File: config.mk
export PLATFORM = sky130hd
export DESIGN_NAME = smc_addr_seq16
export DESIGN_NICKNAME = d
export VERILOG_FILES = /design/src/rtl/smc_lite16_pkg.sv /design/src/rtl/smc_be_dec16.sv /design/src/rtl/smc_addr_seq16.sv
export SDC_FILE = /design/constraint.sdc
export NUM_CORES = 1
export LEC_CHECK = 0
export ABC_AREA = 0
export CAP_MARGIN = 20
export CORE_ASPECT_RATIO = 1.5
export CORE_MARGIN = 1
export CORE_UTILIZATION = 45
export DETAILED_ROUTE_END_ITERATION = 7
export HOLD_SLACK_MARGIN = 0.06
export PLACE_DENSITY_LB_ADDON = 0.12
export SKIP_CTS_REPAIR_TIMING = 1
export SYNTH_ARGS = -nofsm -noshare
export SYNTH_HDL_FRONTEND = slang
export SYNTH_SLANG_ARGS = --single-unit
File: constraint.sdc
create_clock -name sys_clk16 -period 3.8 [get_ports sys_clk16]
set_input_delay 0.57 -clock sys_clk16 [delete_from_list [all_inputs] [get_ports sys_clk16]]
set_output_delay 0.57 -clock sys_clk16 [all_outputs]
set_load 0.02 [all_outputs]
File: src/rtl/smc_lite16_pkg.sv
// Shared encodings, FSM states and beat arithmetic for the SMC lite sequencer.
package smc_lite16_pkg;

    localparam logic [1:0] XSIZ_8   = 2'b00;
    localparam logic [1:0] XSIZ_16  = 2'b01;
    localparam logic [1:0] XSIZ_32  = 2'b10;
    localparam logic [1:0] BSIZ_8   = 2'b00;
    localparam logic [1:0] BSIZ_16  = 2'b01;
    localparam logic [1:0] BSIZ_32  = 2'b10;
    localparam logic [1:0] SIZE_BAD = 2'b11;

    typedef enum logic [1:0] {
        IDLE   = 2'd0,
        ACCESS = 2'd1,
        TURN   = 2'd2
    } smc_state_e;

    // Number of external beats: 1, 2 or 4.
    function automatic logic [2:0] num_beats(input logic [1:0] xfer, input logic [1:0] bus);
        if (xfer > bus) return 3'b001 << (xfer - bus);
        else            return 3'b001;
    endfunction

    // Low two EMI address bits for beat k of a transfer.
    function automatic logic [1:0] addr_lo(input logic [1:0] xfer, input logic [1:0] bus,
                                           input logic big_endian, input logic [1:0] a,
                                           input logic [1:0] k);
        logic [1:0] base;
        logic [1:0] kk;
        logic [1:0] off;
        if (xfer == XSIZ_8) return a;
        base = (xfer == XSIZ_16) ? {a[1], 1'b0} : 2'b00;
        // Little-endian walks down from the top chunk, big-endian walks up.
        kk   = big_endian ? k : 2'(num_beats(xfer, bus) - 3'd1) - k;
        off  = (bus == BSIZ_16) ? {kk[0], 1'b0} : kk;
        return base + off;
    endfunction

endpackage

File: src/rtl/smc_be_dec16.sv
// Combinational byte-lane decoder: active-low byte enables for one beat.
module smc_be_dec16
    import smc_lite16_pkg::*;
(
    input  logic [1:0] xfer,
    input  logic [1:0] bus,
    input  logic       big_endian,
    input  logic [1:0] addr,
    output logic [3:0] n_be
);

    logic [1:0] lane;

    // Select the active lanes from bus width, transfer size and endianness.
    always_comb begin
        n_be = 4'hF;
        lane = 2'd0;
        case (bus)
            BSIZ_8: n_be = 4'b1110;
            BSIZ_16: begin
                if (xfer == XSIZ_8) begin
                    lane = {1'b0, addr[0] ^ big_endian};
                    n_be = ~(4'b0001 << lane);
                end else begin
                    n_be = 4'b1100;
                end
            end
            BSIZ_32: begin
                case (xfer)
                    XSIZ_8: begin
                        lane = big_endian ? (2'd3 - addr) : addr;
                        n_be = ~(4'b0001 << lane);
                    end
                    XSIZ_16: n_be = (addr[1] ^ big_endian) ? 4'b0011 : 4'b1100;
                    XSIZ_32: n_be = 4'b0000;
                    default: n_be = 4'hF;
                endcase
            end
            default: n_be = 4'hF;
        endcase
    end

endmodule

File: src/rtl/smc_addr_seq16.sv
// Address / chip-select / byte-enable sequencer for one AHB transfer,
// counting external beats reported by the timing FSM.
// Handshake: a request transfers on a rising edge where req_valid && req_ready;
// req_ready is high exactly while the sequencer is idle, and req_valid need not
// wait for req_ready.
module smc_addr_seq16
    import smc_lite16_pkg::*;
#(
    parameter int ADDR_W   = 32,
    parameter int NUM_CS   = 8,
    parameter int TURN_CYC = 0
) (
    input  logic              sys_clk16,
    input  logic              n_sys_reset16,
    input  logic              req_valid,
    output logic              req_ready,
    input  logic [ADDR_W-1:0] req_addr,
    input  logic [NUM_CS-1:0] req_cs,
    input  logic [1:0]        req_xfer_size,
    input  logic [1:0]        req_bus_size,
    input  logic              req_big_endian,
    input  logic              beat_done,
    input  logic              abort,
    output logic [ADDR_W-1:0] smc_addr,
    output logic [NUM_CS-1:0] smc_n_cs,
    output logic [3:0]        smc_n_be,
    output logic [1:0]        beat_idx,
    output logic              last_beat,
    output logic              busy,
    output logic              xfer_done,
    output logic              xfer_err,
    output logic [1:0]        dbg_state
);

    localparam logic [1:0] TURN_LAST = 2'(TURN_CYC - 1);
    localparam bit         HAS_TURN  = (TURN_CYC > 0);

    smc_state_e        state, state_nx;
    logic [1:0]        k, k_nx, last_idx, last_idx_nx, tcnt, tcnt_nx;
    logic [1:0]        cap_xfer, cap_xfer_nx, cap_bus, cap_bus_nx, cap_a, cap_a_nx;
    logic              cap_be, cap_be_nx;
    logic [NUM_CS-1:0] cap_cs, cap_cs_nx, n_cs_nx;
    logic [ADDR_W-1:0] addr_nx;
    logic [3:0]        n_be_dec, n_be_nx;
    logic              done_nx, err_nx, last_nx, req_ok;

    assign req_ok = (req_xfer_size != SIZE_BAD) && (req_bus_size != SIZE_BAD) &&
                    (req_cs != '0) && ((req_cs & (req_cs - NUM_CS'(1))) == '0);

    // Next state, beat counter, captured request and registered output values.
    always_comb begin
        state_nx    = state;
        k_nx        = k;
        last_idx_nx = last_idx;
        tcnt_nx     = tcnt;
        cap_xfer_nx = cap_xfer;
        cap_bus_nx  = cap_bus;
        cap_a_nx    = cap_a;
        cap_be_nx   = cap_be;
        cap_cs_nx   = cap_cs;
        addr_nx     = smc_addr;
        done_nx     = 1'b0;
        err_nx      = 1'b0;
        if (abort) begin
            state_nx = IDLE;
            k_nx     = 2'd0;
            tcnt_nx  = 2'd0;
        end else begin
            case (state)
                IDLE: begin
                    if (req_valid && !req_ok) begin
                        err_nx = 1'b1;
                    end else if (req_valid) begin
                        state_nx    = ACCESS;
                        k_nx        = 2'd0;
                        cap_xfer_nx = req_xfer_size;
                        cap_bus_nx  = req_bus_size;
                        cap_a_nx    = req_addr[1:0];
                        cap_be_nx   = req_big_endian;
                        cap_cs_nx   = req_cs;
                        last_idx_nx = 2'(num_beats(req_xfer_size, req_bus_size) - 3'd1);
                        addr_nx     = {req_addr[ADDR_W-1:2],
                                       addr_lo(req_xfer_size, req_bus_size, req_big_endian,
                                               req_addr[1:0], 2'd0)};
                    end
                end
                ACCESS: begin
                    if (beat_done && (k == last_idx)) begin
                        state_nx = IDLE;
                        k_nx     = 2'd0;
                        done_nx  = 1'b1;
                    end else if (beat_done) begin
                        k_nx     = k + 2'd1;
                        tcnt_nx  = 2'd0;
                        state_nx = HAS_TURN ? TURN : ACCESS;
                        addr_nx  = {smc_addr[ADDR_W-1:2],
                                    addr_lo(cap_xfer, cap_bus, cap_be, cap_a, k + 2'd1)};
                    end
                end
                TURN: begin
                    if (tcnt == TURN_LAST) state_nx = ACCESS;
                    else                   tcnt_nx  = tcnt + 2'd1;
                end
                default: state_nx = IDLE;
            endcase
        end
        n_cs_nx = (state_nx == ACCESS) ? ~cap_cs_nx : '1;
        n_be_nx = (state_nx == ACCESS) ? n_be_dec : 4'hF;
        last_nx = (state_nx != IDLE) && (k_nx == last_idx_nx);
    end

    smc_be_dec16 u_be_dec (
        .xfer       (cap_xfer_nx),
        .bus        (cap_bus_nx),
        .big_endian (cap_be_nx),
        .addr       (cap_a_nx),
        .n_be       (n_be_dec)
    );

    // State, captured request and registered EMI outputs.
    always_ff @(posedge sys_clk16 or negedge n_sys_reset16) begin
        if (!n_sys_reset16) begin
            state     <= IDLE;
            k         <= 2'd0;
            last_idx  <= 2'd0;
            tcnt      <= 2'd0;
            cap_xfer  <= 2'd0;
            cap_bus   <= 2'd0;
            cap_a     <= 2'd0;
            cap_be    <= 1'b0;
            cap_cs    <= '0;
            smc_addr  <= '0;
            smc_n_cs  <= '1;
            smc_n_be  <= 4'hF;
            last_beat <= 1'b0;
            xfer_done <= 1'b0;
            xfer_err  <= 1'b0;
        end else begin
            state     <= state_nx;
            k         <= k_nx;
            last_idx  <= last_idx_nx;
            tcnt      <= tcnt_nx;
            cap_xfer  <= cap_xfer_nx;
            cap_bus   <= cap_bus_nx;
            cap_a     <= cap_a_nx;
            cap_be    <= cap_be_nx;
            cap_cs    <= cap_cs_nx;
            smc_addr  <= addr_nx;
            smc_n_cs  <= n_cs_nx;
            smc_n_be  <= n_be_nx;
            last_beat <= last_nx;
            xfer_done <= done_nx;
            xfer_err  <= err_nx;
        end
    end

    assign req_ready = (state == IDLE);
    assign busy      = (state != IDLE);
    assign beat_idx  = k;
    assign dbg_state = state;

endmodule

## Word level (Yosys, flattened, before mapping)

Index checks and enable logic that the tools add are counted.

- Bitwise operators: 9
- $add $sub $neg: 12
- Reduce and logical (&&, ||, !) cells: 21
- Order comparisons: 2
- Muxes and demuxes: 96
- Shift-type cells: 4
- Equality and inequality tests: 23

Operators by type and width:

| kind | count |
|---|---|
| 2-bit two-way mux | 60 |
| 32-bit two-way mux | 2 |
| 32-bit case mux with 2 select lines | 1 |
| 8-bit two-way mux | 5 |
| 4-bit case mux with 3 select lines | 2 |
| 1-bit two-way mux | 20 |
| 2-bit by 1-bit equality test with 1-bit output (second input constant) | 8 |
| 4-bit two-way mux | 3 |
| 2-bit inequality test (second input constant) | 6 |
| 2-bit logical NOT | 5 |
| 3-bit inequality test (second input constant) | 3 |
| 8-bit bitwise AND | 1 |
| 2-bit equality test (second input constant) | 4 |
| 8-bit logical NOT | 1 |
| 4-bit NOT | 2 |
| 8-bit NOT | 1 |
| 2-bit case mux with 2 select lines | 2 |
| 8-bit nonzero test | 1 |
| 8-bit by 1-bit subtractor with 8-bit output (second input constant) | 1 |
| 1-bit logical AND | 6 |
| 2-bit case mux with 3 select lines | 1 |
| 6-bit AND reduction | 1 |
| 2-bit nonzero test | 3 |
| 2-bit by 1-bit subtractor with 2-bit output (second input constant) | 3 |
| other kinds (15) | 25 |

- Word-level logic and storage cells: 183
- Output and inout port bits: 53
- Bits of input ports: 50
- Flip-flop bits (word level): 70

## Logic depth before layout (Yosys ltp)

Gate-level depths: netlist of the first run.

- Word-level depth: 22
- Gate-level depth with buffers: 14

## Hierarchy

Synthesis of the first run repeated with hierarchy kept, for this count alone.

- Cell total of the unflattened synthesis: 386
- Area total of the unflattened synthesis: 3,490.8 µm²

Modules (own cells, without submodules):

| module | cells an instance | times used | sequential area each (µm²) | area an instance (µm²) |
|---|---|---|---|---|
| smc_addr_seq16 | 368 | 1 | 1,766.7 | 3,355.7 |
| smc_be_dec16 | 18 | 1 | 0.0 | 135.1 |

## Worst setup path before layout of the first run

OpenSTA, ideal clock, no wires.

- Path kind: register -> register
- Start point: register cap_xfer[0]
- End point: register smc_addr[1]
- Arrival: 2.688 ns
- Data required time: 3.704 ns
- Path buffers: 0
- Cell stages (with the launch flop): 15
- Path slack: 1.016 ns
- Path through: dfrtp_1 > inv_1 > ha_1 > inv_1 > fa_1 > inv_1 > o21ai_0 > nand2_1 > ha_1 > xor2_1 > or3_1 > a31oi_1 > or3_1 > a31oi_1 > o31ai_1

- Word-level cells in the longest chain between the ends: 17

RTL lines:

| element | line | RTL |
|---|---|---|
| start: declaration | smc_addr_seq16.sv:40 | `logic [1:0] cap_xfer, cap_xfer_nx, cap_bus, cap_bus_nx, cap_a, cap_a_nx;` |
| start signal: assignment | smc_addr_seq16.sv:143 | `cap_xfer <= cap_xfer_nx;` |
| 2-bit subtractor | smc_lite16_pkg.sv:20 | `if (xfer > bus) return 3'b001 << (xfer - bus);` |
| 1-bit by 2-bit << shifter with 2-bit output | smc_lite16_pkg.sv:20 |  |
| 2-bit two-way mux | smc_lite16_pkg.sv:20 |  |
| 2-bit two-way mux | smc_lite16_pkg.sv:32 | `base = (xfer == XSIZ_16) ? {a[1], 1'b0} : 2'b00;` |
| 2-bit two-way mux | smc_addr_seq16.sv:92 | `end else if (beat_done) begin` |
| 2-bit two-way mux | smc_addr_seq16.sv:88 | `if (beat_done && (k == last_idx)) begin` |
| 2-bit two-way mux | smc_addr_seq16.sv:69 | `case (state)` |
| 2-bit two-way mux | smc_addr_seq16.sv:64 | `if (abort) begin` |
| 2-bit by 1-bit subtractor with 2-bit output | smc_lite16_pkg.sv:34 | `kk = big_endian ? k : 2'(num_beats(xfer, bus) - 3'd1) - k;` |
| 2-bit subtractor | smc_lite16_pkg.sv:34 |  |
| 2-bit two-way mux | smc_lite16_pkg.sv:34 |  |
| 2-bit two-way mux | smc_lite16_pkg.sv:35 | `off = (bus == BSIZ_16) ? {kk[0], 1'b0} : kk;` |
| 2-bit adder | smc_lite16_pkg.sv:36 | `return base + off;` |
| 2-bit two-way mux * | smc_lite16_pkg.sv:32 |  |
| 2-bit two-way mux * | smc_addr_seq16.sv:92 |  |
| 2-bit two-way mux * | smc_addr_seq16.sv:88 |  |
| 32-bit case mux with 2 select lines * | smc_addr_seq16.sv:69 |  |
| end signal: assignment | smc_addr_seq16.sv:148 | `smc_addr <= addr_nx;` |
| end: declaration | smc_addr_seq16.sv:24 | `output logic [ADDR_W-1:0] smc_addr,` |

Mark *: on every way between the ends. The rest lies on a longest branch, timed or not. The select of a mux whose other input is x is not followed.
A chain may end at the register's enable or synchronous reset.

## Final worst setup path of the first run

- Start point: input req_cs[0]
- End point: register smc_addr[6]

- Word-level cells in the longest chain between the ends: 8

RTL lines:

| element | line | RTL |
|---|---|---|
| start: declaration | smc_addr_seq16.sv:18 | `input logic [NUM_CS-1:0] req_cs,` |
| 8-bit by 1-bit subtractor with 8-bit output | smc_addr_seq16.sv:48 | `(req_cs != '0) && ((req_cs & (req_cs - NUM_CS'(1))) == '0);` |
| 8-bit bitwise AND | smc_addr_seq16.sv:48 |  |
| 8-bit logical NOT | smc_addr_seq16.sv:48 |  |
| 1-bit logical AND * | smc_addr_seq16.sv:48 |  |
| 1-bit logical NOT * | smc_addr_seq16.sv:71 | `if (req_valid && !req_ok) begin` |
| 1-bit logical AND * | smc_addr_seq16.sv:71 |  |
| 1-bit NOT (no line) * | n/a |  |
| 5-bit AND reduction (no line) * | n/a |  |

Mark *: on every way between the ends. The rest lies on a longest branch, timed or not.

==> run_results.csv, run 1 <==
group,metric,value,unit
power,ir_worst_vdd,0.245,mV
worst_setup_path,crit_type,"input pin to flip-flop",
grt,grt_usage,22.3,%
finish,area_growth,39.4,%
grt,grt_max_degree,69,
floorplanning,core_area,7560,µm²
grt,grt_overflow,0,
timing,hold_ws,0.232,ns
power,p_leak,2.24,nW
worst_setup_path,cp-end-kind,"flip-flop",
clock_tree,cts_sinks,70,
worst_setup_path,slowest_stage,"or4_4",
floorplanning,die-area,8120,µm²
worst_setup_path,start_kind,"input pin",
timing,fmax,0.312,GHz
grt,antenna_found_initial,0,
clock_tree,cts_root_buffer,"clkbuf_16",
detailed_routing,dr.first_iter.drc_count,217,
power,p_total,1.98,mW
finish,n_fill_cell,654,
power,intPower,1.49,mW
grt,grt_pass1_wl,13400,µm
synth,ys_seq_area_share,50.6,%
clock_tree,cts_buffers,9,
clock_tree,cts_tree,"done",
min_path,hold_path_class,"input pin to asynchronous set/reset pin",
outcome,status,"completed",
power,power_frac_comb,17.6,%
finish,nets,543,
synth,synth_nets,446,
floorplanning,fp-row-count,39,
clock_tree,clk_latency,0.32,ns
floorplanning,initial_utilization,46.2,%
clock_tree,htreeDepth,3,
job,maxCapViolations,0,
worst_setup_path,arrival,3.37,ns
synth,postSynthAreaPerCell,9.00,µm²
synth,ys_types,48,
synth,syn_area,3490,µm²
synth,synth_edf_count,0,
worst_setup_path,worstPathRequired,3.97,ns
synth,synth_flop_cell,"dfrtp_1",
detailed_routing,dr.pass1.iters,4,
finish,final_common_cell,"nand2_1",
synth,ys_ff_latch,70,
worst_setup_path,cp_max_fo,68,
detailed_routing,antenna_left,0,
synth,yosys_warnings,0,
finish,diodes,0,
finish,final_cell_mix,"116 x nand2_1, 101 x clkdlybuf4s50_1, 58 x dfrtp_1",
synth,synthCells,388,
finish,layout-drive-gt1-share,8.16,%
timing,hold_violations,0,
detailed_routing,drt-total-wl,8310,µm
timing,grt_setup_unrepaired,"no",
power,power_frac_clock,40.6,%
detailed_routing,wl_per_cell,14.0,µm
clock_tree,max-clock-path-buffers,2,
timing,worst_pin_slew,0.586,ns
timing,maxSlewHeadroom,60.9,%
power,seqPwrFrac,41.8,%
timing,period_share,84.2,%
placement,io_buffers,102,
grt,grt_pass1_vias,2856,
placement,dp_hpwl,6110,µm
detailed_routing,remaining_drc_errors,0,
clock_tree,clkTransAtPathRegs,0.05,ns
timing,tns,0,ns
timing,finClkSkew,0.00415,ns
timing,finalSetupViolCount,0,
timing,slew_viol_final,0,
floorplanning,io_pins,103,
worst_setup_path,slowest_delay,0.60,ns
power,netSwitchingFraction,24.8,%
detailed_routing,vias,2982,
timing,min_period,3.20,ns
power,power.switching,0.492,mW
synth,synthArstFlopShare,100,%
power,pwr_density_cell,407,nW/µm²
placement,gp_congestion,0.898,
worst_setup_path,crit_path_cell_trace,"clkdlybuf4s50_1, or4_4, or3_1, a31oi_1, or3_2, buf_4, o21ai_0",
floorplanning,die_height,110,µm
detailed_routing,vias_per_cell,5.04,
floorplanning,die-width,73.9,µm
-- flip-flops by register name (all words and copies together) (netlist names) --
| register | flops |
|---|---|
| xfer_done | 1 |
| cap_be | 1 |
| beat_idx | 2 |
| last_idx | 2 |
| cap_cs | 8 |
| tcnt | 2 |
| smc_n_cs | 8 |
| xfer_err | 1 |
| cap_xfer | 2 |
| dbg_state | 2 |
| cap_a | 2 |
| smc_n_be | 4 |
| smc_addr | 32 |
| cap_bus | 2 |
| last_beat | 1 |
-- cell usage after synthesis (all sizes together), types with 7 or more instances --
library cell	count	area share, %
nand2	116	12
nand2b	9	1.6
buf	7	1.2
a21oi	10	1.4
nor3	9	1.4
o21ai	40	5.7
inv	16	1.7
clkbuf	14	1.5
dfrtp	58	42
dfstp	12	9.0
xnor2	8	2.0
nor2	16	1.7
-- per-stage QoR --
step | utilization, % | std cells | setup slack [ns] | area (µm²)
5_1_grt | 64.4 | 592 | 0.379 | 4870
3_5_place_dp | 60.6 | 576 | 0.254 | 4580
3_3_place_gp | 60.6 | 576 | 0.354 | 4580
6_report | 64.4 | 592 | 0.599 | 4870
2_1_floorplan | - | 388 | 1.02 | 3490
4_1_cts | 64.4 | 592 | 0.578 | 4870
-- worst paths after layout --
kind	slack, ns	start	end	cells after the start
worst max-delay path	0.60	req_cs[0]	smc_addr[6]$_DFFE_PN0P_	7
worst min-delay path	0.23	n_sys_reset16	smc_addr[26]$_DFFE_PN0P_	1
worst max register to register	0.79	cap_xfer[0]$_DFF_PN0_	smc_addr[1]$_DFFE_PN0P_	14
worst min register to register	0.46	cap_cs[7]$_DFF_PN0_	cap_cs[7]$_DFF_PN0_	2
max in group asynchronous	2.56	n_sys_reset16	smc_addr[9]$_DFFE_PN0P_	2
min in group sys_clk16	0.46	cap_cs[7]$_DFF_PN0_	cap_cs[7]$_DFF_PN0_	2
-- cells by family (layout without fill, tap and decap cells) --
logic type | count (synthesis) | in the layout | share of synthesized area [%]
simple gates | 176 | 176 | 22.2
compound gates | 76 | 76 | 13.5
flops | 70 | 70 | 50.6
buf+inv | 37 | 139 | 4.41
xor+xnor | 11 | 11 | 2.76
mux | 10 | 10 | 3.22
fa+ha+maj | 8 | 8 | 3.30
-- power groups by stage --
stage	clock [mW]	combinational, mW	sequential, mW
6_report	0.804	0.349	0.829
5_1_grt	0.860	0.389	0.835
4_1_cts	0.828	0.353	0.830
3_5_place_dp	0	0.351	0.842
3_3_place_gp	0	0.344	0.839
2_1_floorplan	0	0.137	0.874
-- per-layer routing --
layer  track usage (%)  share of wire [%]  vias up
met5                 0                  0        -
met4              11.4                2.7        0
met3              5.96                4.8       16
met2              37.7                 51       87
met1              25.5                 41     1386
li1                  -                  -     1493
-- critical path: cells and delay by family --
kind	cells	cell delay, ns
AO/OA/AOI/OAI	2	0.47
buffers and inverters	2	1.00
AND/OR/NAND/NOR	3	1.29
-- final cells by class --
cell class	count	area, µm²	share of cell area (%)
sequential	70	1770	36.3
timing repair buffer	107	1050	21.6
inverter	16	60.1	1.23
multi-input combinational	281	1570	32.3
clock inverter	2	35.0	0.719
tap	102	128	2.62
clock buffer	14	254	5.22
Power figures use the tool's default switching activity.
==> inputs of run 2 (changes only) <==
--- a/config.mk
+++ b/config.mk
@@ -9,7 +9,7 @@
 export CAP_MARGIN = 20
 export CORE_ASPECT_RATIO = 1.5
 export CORE_MARGIN = 1
-export CORE_UTILIZATION = 45
+export CORE_UTILIZATION = 43
 export DETAILED_ROUTE_END_ITERATION = 7
 export HOLD_SLACK_MARGIN = 0.06
 export PLACE_DENSITY_LB_ADDON = 0.12
==> constraint.sdc (replaced) <==
create_clock -name sys_clk16 -period 2.7 [get_ports sys_clk16]
set_input_delay 0.405 -clock sys_clk16 [delete_from_list [all_inputs] [get_ports sys_clk16]]
set_output_delay 0.405 -clock sys_clk16 [all_outputs]
set_load 0.02 [all_outputs]
==> run 2 against run 1 <==
Against the previous run:
- the flow now finishes with violations (setup timing)
- clock skew rose by 0.0022 ns
- sequential cell count unchanged
- power rose by 47%
- final cell count grew 5.7%
- core utilization up 2.8 points
- combinational power grew 60%
==> run_results.csv, run 2 (synthesis gave the netlist of run 1 again) <==
group,metric,value,unit
placement,dpl_cell_area,4860,µm²
power,pwr_density_cell,557,nW/µm²
clock_tree,htreeDepth,3,
clock_tree,max-clock-path-buffers,2,
timing,finClkSkew,0.00634,ns
worst_setup_path,slowest_delay,0.52,ns
clock_tree,cts_buffers,9,
floorplanning,die_height,112,µm
outcome,violations,"setup timing",
worst_setup_path,start_kind,"flip-flop",
worst_setup_path,arrival,3.07,ns
power,p_leak,2.44,nW
finish,final_common_cell,"nand2_1",
timing,setup_ws,-0.135,ns
timing,hold_violations,0,
job,maxCapViolations,0,
finish,layout-drive-gt1-share,16.2,%
worst_setup_path,crit_family,"adder cells",
detailed_routing,wl_per_cell,14.0,µm
timing,period_share,105,%
grt,grt_max_degree,69,
grt,antenna_found_initial,0,
power,ir_worst_vdd,0.400,mV
finish,diodes,0,
timing,grt_setup_unrepaired,"yes",
clock_tree,cts_root_buffer,"clkbuf_16",
finish,nets,577,
clock_tree,clkTransAtPathRegs,0.06,ns
floorplanning,die-area,8490,µm²
worst_setup_path,slowest_stage,"fa_1",
finish,final_cell_mix,"116 x nand2_1, 101 x clkdlybuf4s50_1, 58 x dfrtp_1",
detailed_routing,dr.first_iter.drc_count,124,
detailed_routing,vias,3119,
worst_setup_path,cp-end-kind,"flip-flop",
floorplanning,initial_utilization,45.0,%
clock_tree,cts_tree,"done",
detailed_routing,antenna_left,0,
detailed_routing,dr.pass1.iters,7,
clock_tree,clk_latency,0.32,ns
detailed_routing,remaining_drc_errors,0,
finish,reg.largest.list,"smc_addr: 32 flops, cap_cs: 8 flops, smc_n_cs: 8 flops",
placement,post-place-ws,-0.390,ns
grt,grt_pass1_wl,13900,µm
finish,n_fill_cell,644,
min_path,hold_path_class,"input pin to asynchronous set/reset pin",
grt,grt_usage,21.8,%
placement,io_buffers,102,
worst_setup_path,critical_path_buf_inv_count,3,
timing,min_period,2.83,ns
worst_setup_path,cp_max_fo,3,
worst_setup_path,crit_path_cell_trace,"inv_2, ha_4, inv_2, fa_1, inv_1, o21ai_1, nand2_1, ha_2, xor2_1, or3_1, a31oi_2, or3_1, a31oi_1, o31ai_1",
placement,gp_congestion,0.889,
floorplanning,fp-row-count,39,
detailed_routing,vias_per_cell,4.98,
grt,grt_pass1_vias,2973,
worst_setup_path,crit_type,"flip-flop to flip-flop",
finish,finalInstanceArea,5210,µm²
finish,seq_area,1770,µm²
floorplanning,core_area,7760,µm²
floorplanning,die-width,75.6,µm
outcome,status,"finished, violations left",
finish,top_register,"smc_addr",
timing,slew_viol_final,0,
clock_tree,cts_sinks,70,
floorplanning,io_pins,103,
detailed_routing,drt-total-wl,8740,µm
power,p_total,2.91,mW
placement,dp_hpwl,6600,µm
grt,grt_overflow,0,
timing,fmax,0.353,GHz
timing,worst_pin_slew,0.660,ns
worst_setup_path,worstPathRequired,2.93,ns
finish,multiInputGateArea,1610,µm²
timing,maxSlewHeadroom,56.0,%
finish,area_growth,49.3,%
timing,finalSetupViolCount,1,
timing,hold_ws,0.114,ns
finish,largest_reg_flops,32,
## run 2: cell types whose count changed in the layout (fill, tap and decap cells not counted), moves of 2 or more
cell and delta:
o21ai_0 -2, inv_2 +2, clkbuf_1 -4, ha_1 -2
buf_12 +2, buf_4 +31, inv_1 -2
## run 2: final timing paths
check / from / slack [ns] / cells past startpoint / to
worst min register to register: cap_cs[5]$_DFF_PN0_ / 0.46 / 2 / cap_cs[5]$_DFF_PN0_
worst max register to register: cap_xfer[0]$_DFF_PN0_ / -0.13 / 14 / smc_addr[1]$_DFFE_PN0P_
worst max-delay path: cap_xfer[0]$_DFF_PN0_ / -0.13 / 14 / smc_addr[1]$_DFFE_PN0P_
max in group asynchronous: n_sys_reset16 / 1.84 / 2 / smc_n_be[2]$_DFF_PN1_
worst min-delay path: n_sys_reset16 / 0.11 / 1 / smc_addr[24]$_DFFE_PN0P_
min in group sys_clk16: cap_cs[5]$_DFF_PN0_ / 0.46 / 2 / cap_cs[5]$_DFF_PN0_
## run 2: cell type report
cell class                      instances  share of cell area (%)
Tap cell                              102                    2.45
Clock buffer                           11                    4.85
Multi-Input combinational cell        281                    30.9
Sequential cell                        70                    33.9
Inverter                               16                    1.15
Clock inverter                          5                    1.08
Timing Repair Buffer                  141                    25.7
## run 2: per-layer routing
metal | GRT usage [%] | routed length, µm | vias up
li1 | - | - | 1565
met1 | 24.5 | 3530 | 1453
met2 | 38.9 | 4650 | 89
met3 | 4.85 | 385 | 12
met4 | 7.90 | 174 | 0
met5 | 0 | 0 | -
## run 2: report_power, final
| part | internal (mW) | switching [mW] | leakage [nW] |
|---|---|---|---|
| registers | 1.12 | 0.0392 | 0.921 |
| logic | 0.279 | 0.278 | 1.36 |
| clock network | 0.764 | 0.426 | 0.152 |
| total | 2.16 | 0.743 | 2.44 |
## run 2: metrics by stage
stage                     cells  utilization, %  TNS, ns
after CTS                   626            66.6   -0.303
after global placement      610            62.7   -16.31
after floorplan             388               -        0
after detailed placement    610            62.7   -17.97
after global routing        626            67.2   -0.302
final                       626            67.2   -0.135
## run 2: worst register-to-register path, stage by stage (launching register included)
cell and delay [ns]:
dfrtp_1 0.39, inv_2 0.08, ha_4 0.13, inv_2 0.03, fa_1 0.52, inv_1 0.05, o21ai_1 0.10, nand2_1 0.07
ha_2 0.17, xor2_1 0.16, or3_1 0.35, a31oi_2 0.26, or3_1 0.14, a31oi_1 0.07, o31ai_1 0.22
==> inputs of run 3 (changes only) <==
--- a/config.mk
+++ b/config.mk
@@ -6,7 +6,6 @@
 export NUM_CORES = 1
 export LEC_CHECK = 0
 export ABC_AREA = 0
-export CAP_MARGIN = 20
 export CORE_ASPECT_RATIO = 1.5
 export CORE_MARGIN = 1
 export CORE_UTILIZATION = 43
==> results of run 3 <==
Same layout as run 2: the final DEF is identical, and so are final timing and power.
